$ cat src/rtl/pipe_muxn.sv
// pipe_muxn: N-way select mux feeding a registered output stage backed by a
// one-entry skid register, under a valid/ready handshake. Out-of-range selects
// produce zero data with an error tag and bump a saturating error counter.
module pipe_muxn #(
  parameter int WIDTH  = 32,
  parameter int NUM_IN = 4,
  parameter int SEL_W  = 2
) (
  input  logic                    clk,
  input  logic                    rst_n,
  input  logic [NUM_IN*WIDTH-1:0] in_data,
  input  logic [SEL_W-1:0]        in_sel,
  input  logic                    in_valid,
  output logic                    in_ready,
  input  logic                    flush,
  output logic [WIDTH-1:0]        out_data,
  output logic                    out_sel_err,
  output logic                    out_valid,
  input  logic                    out_ready,
  output logic [7:0]              err_cnt
);

  typedef enum logic [1:0] {
    EMPTY = 2'd0,
    ONE   = 2'd1,
    FULL  = 2'd2
  } state_t;

  state_t           state_reg, state_next;
  logic [WIDTH-1:0] out_data_reg, out_data_next;
  logic             out_err_reg, out_err_next;
  logic [WIDTH-1:0] skid_data_reg, skid_data_next;
  logic             skid_err_reg, skid_err_next;
  logic [7:0]       err_cnt_reg, err_cnt_next;

  logic [WIDTH-1:0] slice [NUM_IN];
  logic [WIDTH-1:0] sel_data;
  logic             sel_err;
  logic             acc;
  logic             push;

  // Unpack the flat input bus into one slice per input
  genvar gi;
  generate
    for (gi = 0; gi < NUM_IN; gi++) begin : g_slice
      assign slice[gi] = in_data[gi*WIDTH +: WIDTH];
    end
  endgenerate

  // Select the addressed slice; an unmatched select yields zero data and the error tag
  always_comb begin
    sel_data = '0;
    sel_err  = 1'b1;
    for (int k = 0; k < NUM_IN; k++) begin
      if (in_sel == SEL_W'(k)) begin
        sel_data = slice[k];
        sel_err  = 1'b0;
      end
    end
  end

  // Ready depends only on occupancy so there is no combinational path from out_ready
  assign in_ready = rst_n & (state_reg != FULL);
  assign acc      = in_valid & in_ready;
  assign push     = out_valid & out_ready;

  // Next-state, datapath loads and error counting; flush overrides everything
  always_comb begin
    state_next     = state_reg;
    out_data_next  = out_data_reg;
    out_err_next   = out_err_reg;
    skid_data_next = skid_data_reg;
    skid_err_next  = skid_err_reg;
    err_cnt_next   = err_cnt_reg;
    if (flush) begin
      // out_data deliberately keeps its old value; only the tag and occupancy clear
      state_next   = EMPTY;
      out_err_next = 1'b0;
    end else begin
      if (acc && sel_err && (err_cnt_reg != 8'hFF)) begin
        err_cnt_next = err_cnt_reg + 8'd1;
      end
      case (state_reg)
        EMPTY: begin
          if (acc) begin
            out_data_next = sel_data;
            out_err_next  = sel_err;
            state_next    = ONE;
          end
        end
        ONE: begin
          if (acc && push) begin
            out_data_next = sel_data;
            out_err_next  = sel_err;
          end else if (acc) begin
            skid_data_next = sel_data;
            skid_err_next  = sel_err;
            state_next     = FULL;
          end else if (push) begin
            state_next = EMPTY;
          end
        end
        FULL: begin
          if (push) begin
            out_data_next = skid_data_reg;
            out_err_next  = skid_err_reg;
            state_next    = ONE;
          end
        end
        default: state_next = EMPTY;
      endcase
    end
  end

  // State and datapath registers with asynchronous clear
  always_ff @(posedge clk or negedge rst_n) begin
    if (!rst_n) begin
      state_reg     <= EMPTY;
      out_data_reg  <= '0;
      out_err_reg   <= 1'b0;
      skid_data_reg <= '0;
      skid_err_reg  <= 1'b0;
      err_cnt_reg   <= 8'd0;
    end else begin
      state_reg     <= state_next;
      out_data_reg  <= out_data_next;
      out_err_reg   <= out_err_next;
      skid_data_reg <= skid_data_next;
      skid_err_reg  <= skid_err_next;
      err_cnt_reg   <= err_cnt_next;
    end
  end

  assign out_valid   = (state_reg != EMPTY);
  assign out_data    = out_data_reg;
  assign out_sel_err = out_err_reg;
  assign err_cnt     = err_cnt_reg;

endmodule
$ cat config.mk
export PLATFORM = sky130hd
export DESIGN_NAME = pipe_muxn
export DESIGN_NICKNAME = d
export VERILOG_FILES = /design/src/rtl/pipe_muxn.sv
export SDC_FILE = /design/constraint.sdc
export NUM_CORES = 1
export LEC_CHECK = 0
export CORE_AREA = 2 2 86 88
export CTS_CLUSTER_SIZE = 14
export DETAILED_ROUTE_END_ITERATION = 16
export DIE_AREA = 0 0 88 90
export DONT_BUFFER_PORTS = 1
export PLACE_DENSITY = 0.79
export SETUP_SLACK_MARGIN = 0.15
export SLEW_MARGIN = 20
export SYNTH_ARGS = -nofsm -noshare
export SYNTH_HDL_FRONTEND = slang
export SYNTH_SLANG_ARGS = --single-unit
$ cat constraint.sdc
create_clock -name clk -period 2.7 [get_ports clk]
set_input_delay 0.27 -clock clk [delete_from_list [all_inputs] [get_ports clk]]
set_output_delay 0.27 -clock clk [all_outputs]
set_load 0.01 [all_outputs]
# After elaboration in Yosys (flattened, before gate mapping)
# Index checks and enable logic that the tools add are counted.
[op_classes]
n_addsub = 1
n_eq_ne = 15
muxes = 24
n_bitwise = 5
n_reduce_logical = 13
[op_table]
columns = ["operator", "n"]
rows = [
  ["2-to-1 mux 32 bit", 7],
  ["one-hot mux 32 bit (3 select lines)", 1],
  ["2-to-1 mux 2 bit", 6],
  ["inequality test 3 bit (second input constant)", 4],
  ["AND reduction 4 bit", 3],
  ["adder 8 x 1 -> 8 bit (second input constant)", 1],
  ["2-to-1 mux 1 bit", 8],
  ["inequality test 2 bit (second input constant)", 4],
  ["inequality test 8 bit (second input constant)", 1],
  ["== test 2 bit (second input constant)", 3],
  ["one-hot mux 2 bit (3 select lines)", 1],
  ["AND reduction 5 bit", 1],
  ["== test 2 x 1 -> 1 bit (second input constant)", 2],
  ["logical NOT 2 bit", 2],
  ["inequality test 4 bit (second input constant)", 1],
  ["nonzero test 4 bit", 1],
  ["AND 1 bit", 3],
  ["logical AND 1 bit", 3],
  ["one-hot mux 1 bit (3 select lines)", 1],
  ["nonzero test 3 bit", 1],
  ["inverter 1 bit", 2],
  ["AND reduction 2 bit", 1],
  ["nonzero test 2 bit", 1],
]
[word_totals]
register_bits = 76
inputBits = 135
output_inout_bits = 43

# Depth between registers and ports, before layout
# Gate-level depths: netlist of run 1.
[logic_depth]
word_depth = 8
mapped_depth = 7
depth_no_buf = 6

# Worst setup path before layout of run 1
# No wires, ideal clock.
[synth_timing]
kind = "register to register"
start = "reg state_reg[0]"
end = "reg out_data_reg[10], in the netlist out_data[10]"
setup_ns = 0.125
arrival_time_ns = 1.872
required_ns = 2.575
setup_slack_ns = 0.703
path_stages_with_launch = 7
n_path_buf = 2
synth_period_minus_slack_ns = 1.997
path_cell_list = "dfrtp_1 -> inv_1 -> ha_1 -> clkbuf_1 -> clkbuf_1 -> mux2_2 -> mux2_2"
[synth_via]
elab_chain_cells = 6
[synth_lines]
columns = ["element", "line_no", "text"]
rows = [
  ["from (decl)", "29", "state_t state_reg, state_next;"],
  ["from (signal assigned)", "125", "state_reg <= state_next;"],
  ["inequality test 2 bit", "63", "assign in_ready = rst_n & (state_reg != FULL);"],
  ["AND 1 bit", "63", ""],
  ["AND 1 bit", "64", "assign acc = in_valid & in_ready;"],
  ["logical AND 1 bit", "92", "if (acc && push) begin"],
  ["inequality test 2 bit (no line)", "-", ""],
  ["AND reduction 5 bit (no line)", "-", ""],
  ["to (signal assigned)", "126", "out_data_reg <= out_data_next;"],
  ["to (decl)", "30", "logic [WIDTH-1:0] out_data_reg, out_data_next;"],
]
# Several ways; a longest one is shown, not always the timed one.
# A chain may end at the register's enable or synchronous reset.

# Final worst setup path of run 1
[layout_timing]
start = "reg state_reg[0]"
end = "reg out_data_reg[26], in the netlist out_data[26]"
# Same word-level chain as after synthesis.

==> results of run 1 <==
[critical path: stages (launching register included)]
cell and delay (ns):
dfrtp_1 0.42, inv_1 0.11, ha_1 0.27, nand2b_1 0.20
a21oi_1 0.12, o211ai_4 0.41, buf_4 0.31, mux2_2 0.36
[metal layers]
layer  part of all wire, %  up-vias
met3                   8.4       11
met2                    50      103
met1                    40     1173
met5                     0        -
li1                      -     1001
met4                   1.5        0
[cell families after synthesis]
family          share of synthesized area [%]
simple gates                            2.398
mux                                     44.26
flops                                   46.14
compound gates                          1.700
fa+ha+maj                               1.214
buf+inv                                 4.281
[cell usage in the layout (no fill, tap or decap), types with 3 or more instances in the layout]
master and instances:
buf_4 6, nor2_1 5, inv_1 5, ha_1 3, mux2_2 98, dfrtp_1 76, mux4_2 32, clkbuf_8 11
a21oi_1 3, nor2b_1 3
[stage by stage]
stage,util [%],power (W)
2_1_floorplan,-,0.002756
3_3_place_gp,59.13,0.002901
3_5_place_dp,59.13,0.002962
4_1_cts,63.05,0.003980
5_1_grt,63.05,0.004157
6_report,63.05,0.003931
[final cells by class]
cell class / count / area share (%)
Clock buffer: 13 / 3.590
Clock inverter: 3 / 1.555
Inverter: 5 / 0.4240
Multi-Input combinational cell: 162 / 46.58
Sequential cell: 76 / 42.96
Tap cell: 99 / 2.798
Timing Repair Buffer: 9 / 2.092
[power groups by stage]
stage	Combinational, W	Sequential, W	Clock, W
detailed placement	0.000881	0.00208	0
floorplan	0.000796	0.00196	0
finish	0.000903	0.00205	0.000973
global route	0.000991	0.00211	0.00105
CTS	0.000917	0.00206	0.00100
global placement	0.000841	0.00206	0
[what timing repair did]
action | 4_1_cts | 5_1_grt
hold buffers | 3 | 0
buffers inserted | 0 | 0
hold endpoints to repair | 77 | 0
[path summary, 6_finish.rpt]
kind                              startpoint                to  slack, ns  depth (start not counted)
worst max-delay path            state_reg[0]      out_data[26]       0.39                          7
max in group asynchronous              rst_n      state_reg[0]       1.88                          2
worst max register to register  state_reg[0]      out_data[26]       0.39                          7
min in group asynchronous              rst_n  skid_data_reg[1]       0.48                          2
worst min register to register    err_cnt[2]        err_cnt[2]       0.44                          0
worst min-delay path                   flush       out_sel_err       0.15                          3
==> metrics.md, run 1 <==
| Metric | Value |
|---|---|
| CP max FO | 14 |
| Max VDD drop | around 0.00056 V |
| GRT overflow | 0 |
| Register bit total from synthesis | 76 |
| Final Max Tran Viols | 0 |
| Final ANT Viol Nets | 0 |
| Clk pwr share | between 20% and 30% |
| Post-Syn Area | 4121 um2 |
| GR Util All Layers | around 22% |
| Hold Vio Cnt, Final | 0 |
| FP Rows | 31 |
| Top-count cell post-synth | mux2_2 |
| Max Buffers Root-to-Sink | 2 |
| Class of the worst hold path | in -> reg |
| IO buf count | 0 |
| Finished Layout Cells | about 370 |
| I/O pin total | around 180 |
| Share of cells above drive strength 1 | a little under three fifths |
| Tightest Pin Transition | about 0.42 ns |
| P_sw | approximately 0.0011 W |
| Synth warnings | 0 |
| CTS root buf | clkbuf_8 |
| Met2 Use GR | around a third |
| List of most frequent post-synthesis cells | mux2_2, dfrtp_1, mux4_2, clkbuf_1 |
| Number of global-route vias before repair | around 2500 |
| Max-Cap Viols | 0 |
| Cell Int Power | ~0.0028 W |
| CTS Sinks | 76 |
| Initial antenna violation count | 0 |
| Slew headroom | ~72% |
| Critical setup path kind | reg -> reg |
| GP Congestion | ~0.76 |
| Starting Density | between 50% and 60% |
| Final setup fails | 0 |
| Number of fill cells in the layout | 525 |
| Syn_area_per_cell | ~15 um2 |
| Avg WL per Cell | around 22 um |
| Main synth FF type | dfrtp_1 |
| Combinational share of power | 23.0% |
| Core area | 7020 um2 |
| First-pass GRT wire length | roughly 13000 um |
| Drt initial violations | 86 |
| Placed inst area | roughly 4200 um2 |
| Largest cells by area after synthesis | dfrtp_1, mux2_2, mux4_2, buf_12, ha_1 |
| Drt via density | roughly 6.2 |
| Static Leak | approximately 1.8 nW |
| Seq. cell area | about 1900 um2 |
| Area occupied by multi-input gates | 2062 um2 |
| Worst path arrival time | between 2 and 3 ns |
| Placed Instances | approximately 350 |
| CTS buffer count | 9 |
| Pre-CTS setup slack | 0.4020 ns |
| Status | finished clean |
| WL final | just over 8000 um |
| Cell count after synthesis | 268 |
| Die Y | 90 um |
| Endpoint class of the critical path | register |
| Latest clock arrival within the worst-skew pair | around 0.34 ns |
| Top cell type's share of synthesized area | 46.14% |
| Die area | roughly 8000 um2 |
| Seq pwr share | 52.3% |
| Post-synth cell types | 24 |
| Slack of the critical path | 0.3875 ns |
| Total negative slack | 0 ns |
| Post-Syn Nets | between 400 and 500 |
| Sequential fraction of the synthesis area | 46.14% |
| Layout Nets | ~400 |
| Switching portion of total power | roughly 29% |
| Unrepaired setup endpoints after global routing | no |
| Total number of vias | about 2300 |
| Final worst path period share | a little under nine tenths |
| Tmin final | around 2.3 ns |
| Die Width | 88 um |
| Gr busiest metal | met2 |
| Worst EP required | approximately 2.9 ns |
| Post-cts sizing count | 0 |
| WHS | approximately 0.15 ns |
| Met1 usage | between 20 and 30% |
| Cell taking the most area after synthesis | dfrtp_1 |
| CTS tree | built |
| Pre-Repair DR Iteration Count | 4 |
| Final instance area | about 4400 um2 |
| Pwr per Cell Area | 888.0 nW/um2 |
| Number of synthesized flops with an enable pin | 0 |
| Dpl hpwl | 5813 um |
| Synthesis-to-finish area growth | 7.408% |
| Clock Skews | around 0.0090 ns |
| Clock transition at path regs | 0.08 ns |
| Antenna diodes | 0 |
| Ys async rst share | 100.0% |
| Largest net degree at the start of global routing | 77 |
| Routing usage on met3 | approximately 8.5% |
| Setup crit start kind | register |
| H-tree depth reported by CTS | 3 |
| DRC Markers | 0 |
| Achievable frequency | about 430 MHz |
(Power assumes the default switching activity.)
==> run 2: changes to the inputs <==
- ABC_AREA: unset -> 1
- CORE_AREA: 2 2 86 88 -> 2 2 89 91
- DIE_AREA: 0 0 88 90 -> 0 0 91 93
- SLEW_MARGIN: 20 -> unset
==> run 2 against run 1 <==
Effect of this change:
- hold slack got worse by 0.020 ns
- sequential share of layout area down 2.2 points
- area after synthesis rose by 7.2%
- power grew 0.94%
- via count is 80% higher
- sequential cell count unchanged
- non-clock buffer count is 1 higher
- register-to-register slack worse by 0.07 ns
- critical endpoint is now skid_data_reg[25]
- highest routed layer unchanged
==> metrics.md, run 2 <==
| Metric | Value |
|---|---|
| Main synth FF type | dfrtp_1 |
| Total negative slack | 0 ns |
| Post-Syn Area | 4418 um2 |
| Cell taking the most area after synthesis | dfrtp_1 |
| WL final | approximately 12000 um |
| Cell Int Power | about 0.0026 W |
| Class of the worst hold path | in -> reg |
| Achievable frequency | 419.1 MHz |
| Top-count cell post-synth | nand2_1 |
| Seq pwr share | between 50% and 60% |
| Latest clock arrival within the worst-skew pair | roughly 0.35 ns |
| H-tree depth reported by CTS | 3 |
| Top cell type's share of synthesized area | between 40 and 50% |
| Combinational share of power | between 20% and 30% |
| Unrepaired setup endpoints after global routing | no |
| Endpoint class of the critical path | register |
| Final Max Tran Viols | 0 |
| Critical setup path kind | reg -> reg |
| Ys async rst share | between 90% and 100% |
| Reg2reg start | state_reg[0] |
| Drt via density | roughly 5.8 |
| DRC Markers | 0 |
| List of most frequent post-synthesis cells | nand2_1, nand3_1, dfrtp_1, o21ai_0, clkbuf_1 |
| Final ANT Viol Nets | 0 |
| Synth warnings | 0 |
| Worst path arrival time | roughly 2.6 ns |
| Register bit total from synthesis | 76 |
| Pwr per Cell Area | 851.4 nW/um2 |
| Drt initial violations | about 290 |
| Clock transition at path regs | ~0.08 ns |
| Setup slack, reg-to-reg | between 0.3 and 0.4 ns |
| Pre-CTS setup slack | roughly 0.39 ns |
| GR Util All Layers | between 20% and 30% |
| Final worst path period share | a little under 90% |
| Status | finished clean |
| Synthesis-to-finish area growth | 5.494% |
| Final Util | between 60% and 70% |
| Seq. cell area | 1902 um2 |
| CTS tree | built |
| FF-to-FF path depth | 9 |
| Max VDD drop | ~0.00047 V |
| Placed inst area | between 4000 and 5000 um2 |
| P_sw | between 0.001 and 0.0015 W |
| Total number of vias | 4123 |
| Hold endpoint | state_reg[0] |
| Clock Skews | roughly 0.01 ns |
| Die Y | slightly above 90 um |
| Post-synth cell types | 25 |
| CTS Sinks | 76 |
| Number of fill cells in the layout | ~700 |
| Layout Nets | approximately 740 |
| Tightest Pin Transition | approximately 0.85 ns |
| Static Leak | 2.384 nW |
| FF-to-FF End | skid_data_reg[25] |
| Pre-Repair DR Iteration Count | 5 |
| Tmin final | 2.386 ns |
| Dpl hpwl | between 8000 and 9000 um |
| Worst Hold Depth | 3 |
| Slew headroom | between 40% and 50% |
| GP Congestion | roughly 0.87 |
| Max-Cap Viols | 0 |
| IO buf count | 0 |
| Syn_area_per_cell | roughly 7.1 um2 |
| Number of global-route vias before repair | 4022 |
| Max Buffers Root-to-Sink | 2 |
| Initial antenna violation count | 0 |
| Share of cells above drive strength 1 | approximately 9% |
| Die Width | slightly above 90 um |
| Post-cts sizing count | 0 |
| Setup crit start kind | register |
| Worst EP required | between 2 and 3 ns |
| Starting Density | between 50 and 60% |
| Antenna diodes | 0 |
| CTS root buf | clkbuf_8 |
| Setup bufs post-CTS | 0 |
| Worst Hold Launch | flush |
| Sequential fraction of the synthesis area | between 40% and 50% |
| Largest cells by area after synthesis | dfrtp_1, nand2_1, nand3_1, o21ai_0, or2_2 |
| Commonest non-fill, non-tap cell in the layout | nand2_1 |
| CP max FO | 32 |
| Number of synthesized flops with an enable pin | 0 |
| Final instance area | roughly 4700 um2 |
| Cell count after synthesis | around 620 |
| Post-Syn Nets | approximately 760 |
| I/O pin total | between 150 and 200 |
| FP Rows | 32 |
| Final setup fails | 0 |
| Clk pwr share | 26.4% |
| First-pass GRT wire length | roughly 19000 um |
| Switching portion of total power | between 30% and 40% |
| Most frequent cells in the layout | nand2_1, nand3_1, dfrtp_1 |
| Die area | around 8500 um2 |
| GRT overflow | 0 |
| Largest net degree at the start of global routing | between 70 and 80 |
| Area occupied by multi-input gates | ~2200 um2 |
| Slack of the critical path | between 0.3 and 0.4 ns |
| Avg WL per Cell | roughly 17 um |
| Core area | ~7500 um2 |
| Hold Vio Cnt, Final | 0 |
| CTS buffer count | 9 |
| Post-CTS Hold Buffers | 2 |
## run 2: how the worst max path moves through the flow
stage	from	end	slack, ns	cells after the start
after global placement	state_reg[0]	skid_data_reg[13]	0.53	9
after CTS	state_reg[0]	skid_data_reg[15]	0.35	9
after floorplan	state_reg[0]	skid_data_reg[28]	1.0	10
after detailed placement	state_reg[0]	skid_data_reg[25]	0.39	9
after global routing	state_reg[0]	skid_data_reg[23]	0.18	9
final	state_reg[0]	skid_data_reg[25]	0.31	9
## run 2: layout make-up
cell class                      instances  share of cell area [%]
Sequential cell                        76                   40.81
Clock inverter                          6                   2.416
Tap cell                              102                   2.738
Timing Repair Buffer                   10                   2.362
Inverter                               12                   1.020
Clock buffer                           10                   2.738
Multi-Input combinational cell        490                   47.92
## run 2: worst max-delay path, stage by stage, from the launching register on
cell     delay (ns)
dfrtp_1        0.44
inv_1          0.10
ha_1           0.27
buf_4          0.23
nor2_2         0.15
nand3_1        0.14
nor2_4         0.38
inv_2          0.35
nand2_1        0.15
nand2_1        0.06
## run 2: logic make-up (layout without fill, tap and decap cells)
kind of cell	count (synthesis)	after routing	share of synthesized area [%]
simple gates	451	451	45.14
flops	76	76	43.05
fa+ha+maj	4	4	1.133
buf+inv	58	38	6.400
compound gates	35	35	4.276
## run 2: routing by layer
layer	share of wire, %	wire [um]	track usage, %	up-vias
met1	41	4847	37.80	1960
met5	0	0	0	-
met3	8.2	972	5.802	15
met4	1.1	131	9.975	0
met2	50	5856	47.90	192
li1	-	-	-	1956
## run 2: per-stage QoR
stage / std cells / hold slack [ns] / power (W)
CTS: 706 / 0.1227 / 0.003987
detailed placement: 688 / -0.02403 / 0.002908
global route: 706 / 0.1294 / 0.004243
global placement: 688 / -0.02345 / 0.002851
floorplan: 624 / -0.02559 / 0.002689
finish: 706 / 0.1351 / 0.003968
## run 2: power groups by stage
stage / Clock (W) / Combinational (W) / Sequential (W)
finish: 0.00105 / 0.000927 / 0.00199
global route: 0.00112 / 0.00108 / 0.00204
CTS: 0.00106 / 0.000935 / 0.00199
detailed placement: 0 / 0.000900 / 0.00201
global placement: 0 / 0.000849 / 0.00200
floorplan: 0 / 0.000764 / 0.00193
==> run 3: changes to the inputs <==
- clock period: 2.7 -> 2.92 ns (I/O delays scaled with it)
==> run 3 against run 2 <==
Effect of this change:
- count of clock-buffer cells in the layout did not move
- via count decreased by 2.6%
- register-to-register slack better by 0.14 ns
- final area decreased by 1.4%
- largest power group unchanged
==> metrics.md, run 3 (same netlist as run 2, synthesis figures left out) <==
| Metric | Value |
|---|---|
| H-tree depth reported by CTS | 3 |
| WL final | roughly 11000 um |
| Met2 Use GR | roughly 45% |
| Class of the worst hold path | in -> reg |
| Core area | about 7500 um2 |
| Commonest non-fill, non-tap cell in the layout | nand2_1 |
| Slew headroom | between 40% and 50% |
| Post-cts sizing count | 0 |
| CTS root buf | clkbuf_8 |
| Total number of vias | approximately 4000 |
| Final Max Tran Viols | 0 |
| Endpoint class of the critical path | register |
| Layout Nets | between 700 and 800 |
| Die Y | 93 um |
| Routing usage on met3 | under 10% |
| Clock Skews | approximately 0.0066 ns |
| Critical setup path kind | reg -> reg |
| CTS buffer count | 9 |
| Gr busiest metal | met2 |
| CP most frequent cell | nand2_1 |
| Dpl hpwl | 7739 um |
| Die area | 8463 um2 |
| Worst EP required | between 3 and 4 ns |
| Met1 usage | a little under two fifths |
| Status | finished clean |
| Tmin final | ~2.5 ns |
| Max VDD drop | around 0.00034 V |
| Latest clock arrival within the worst-skew pair | about 0.35 ns |
| CP peak stage delay | 0.42 ns |
| Final setup fails | 0 |
| Static Leak | approximately 2.3 nW |
| Final Power | between 0.003 and 0.004 W |
| GRT overflow | 0 |
| CP max FO | 35 |
| CP max stage cell | dfrtp_1 |
| Most frequent cells in the layout | nand2_1, nand3_1, dfrtp_1 |
| Achievable frequency | a little over 400 MHz |
| Max Buffers Root-to-Sink | 2 |
| First-pass GRT wire length | 18440 um |
| Largest net degree at the start of global routing | 77 |
| Die Width | 91 um |
| Crit-path cells | inv_1 -> ha_1 -> buf_4 -> nor2_2 -> nand3_1 -> nor2_4 -> inv_2 -> nand2_1 -> nand2_1 |
| FP Rows | 32 |
| DRC Markers | 0 |
| IO buf count | 0 |
| Pre-Repair DR Iteration Count | 5 |
| Share of cells above drive strength 1 | under 10% |
| GP Congestion | roughly 0.86 |
| Drt initial violations | about 210 |
| Drt via density | approximately 5.7 |
| GR Util All Layers | 27.76% |
| Clock transition at path regs | about 0.080 ns |
| CTS Sinks | between 70 and 80 |
| Final ANT Viol Nets | 0 |
| Max-Cap Viols | 0 |
| Unrepaired setup endpoints after global routing | no |
| I/O pin total | 178 |
| Worst path arrival time | 2.70 ns |
| Hold Vio Cnt, Final | 0 |
| Final worst path period share | 84.49% |
| Initial antenna violation count | 0 |
| CTS tree | built |
| Synthesis-to-finish area growth | 3.993% |
| Number of global-route vias before repair | a little under 4000 |
| Starting Density | about three fifths |
| Pwr per Cell Area | about 760 nW/um2 |
| Tightest Pin Transition | around 0.85 ns |
| Avg WL per Cell | 16.27 um |
| Total negative slack | 0 ns |
| Setup crit start kind | register |
## run 3: cell count changes in the layout (fill, tap and decap cells not counted), sizes merged
cell      before  now
clkinvlp       0    2
buf            9    5
diode          0    1
bufinv         3    1
## run 3: cell type report
class	count	area, um2
clock inverter	6	63.81
sequential	76	1902
multi-input combinational	490	2233
tap	102	127.6
inverter	12	47.55
timing repair buffer	6	80.08
clock buffer	10	137.6
fill	735	2933
antenna	1	2.502
## run 3: path summary, 6_finish.rpt
path	from	to	slack [ns]	depth (start not counted)
setup / recovery	state_reg[0]	skid_data_reg[6]	0.45	9
hold / removal	flush	state_reg[0]	0.14	3
setup reg to reg	state_reg[0]	skid_data_reg[6]	0.45	9
hold reg to reg	err_cnt[5]	err_cnt[5]	0.44	0
max in group asynchronous	rst_n	state_reg[0]	2.11	2
min in group asynchronous	rst_n	out_data[1]	0.49	2
## run 3: what timing repair did
action                    4_1_cts  5_1_grt
hold buffers                    2        0
setup buffers                   0        0
hold endpoints to repair       76        0
## run 3: through the flow
stage / setup slack (ns) / utilization, % / hold WS [ns] / cell area [um2] / cells
after CTS: 0.4568 / 61.00 / 0.1333 / 4592 / 702
after floorplan: 1.216 / - / -0.003591 / 4418 / 624
after global placement: 0.5992 / 57.83 / -0.001537 / 4353 / 684
final: 0.4528 / 61.04 / 0.1424 / 4594 / 703
after global routing: 0.2276 / 61.00 / 0.1498 / 4592 / 702
after detailed placement: 0.4668 / 57.83 / -0.001978 / 4353 / 684
## run 3: critical path, delay by kind of cell (launching register included)
family        cells  cell delay, ns
buf+inv           3            0.70
fa+ha+maj         1            0.25
simple gates      5            0.97
flops             1            0.42
## run 3: routing by layer
metal / up-vias / wire length [um]
li1: 1950 / -
met1: 1879 / 4994
met2: 171 / 5484
met3: 15 / 780
met4: 0 / 178
met5: - / 0
## run 3: report_power, final
group / internal (W) / leakage [nW] / total, W / switching (W)
registers: 0.00147 / 0.972 / 0.00184 / 0.000370
logic: 0.000319 / 1.27 / 0.000836 / 0.000517
clock network: 0.000416 / 0.0983 / 0.000808 / 0.000392
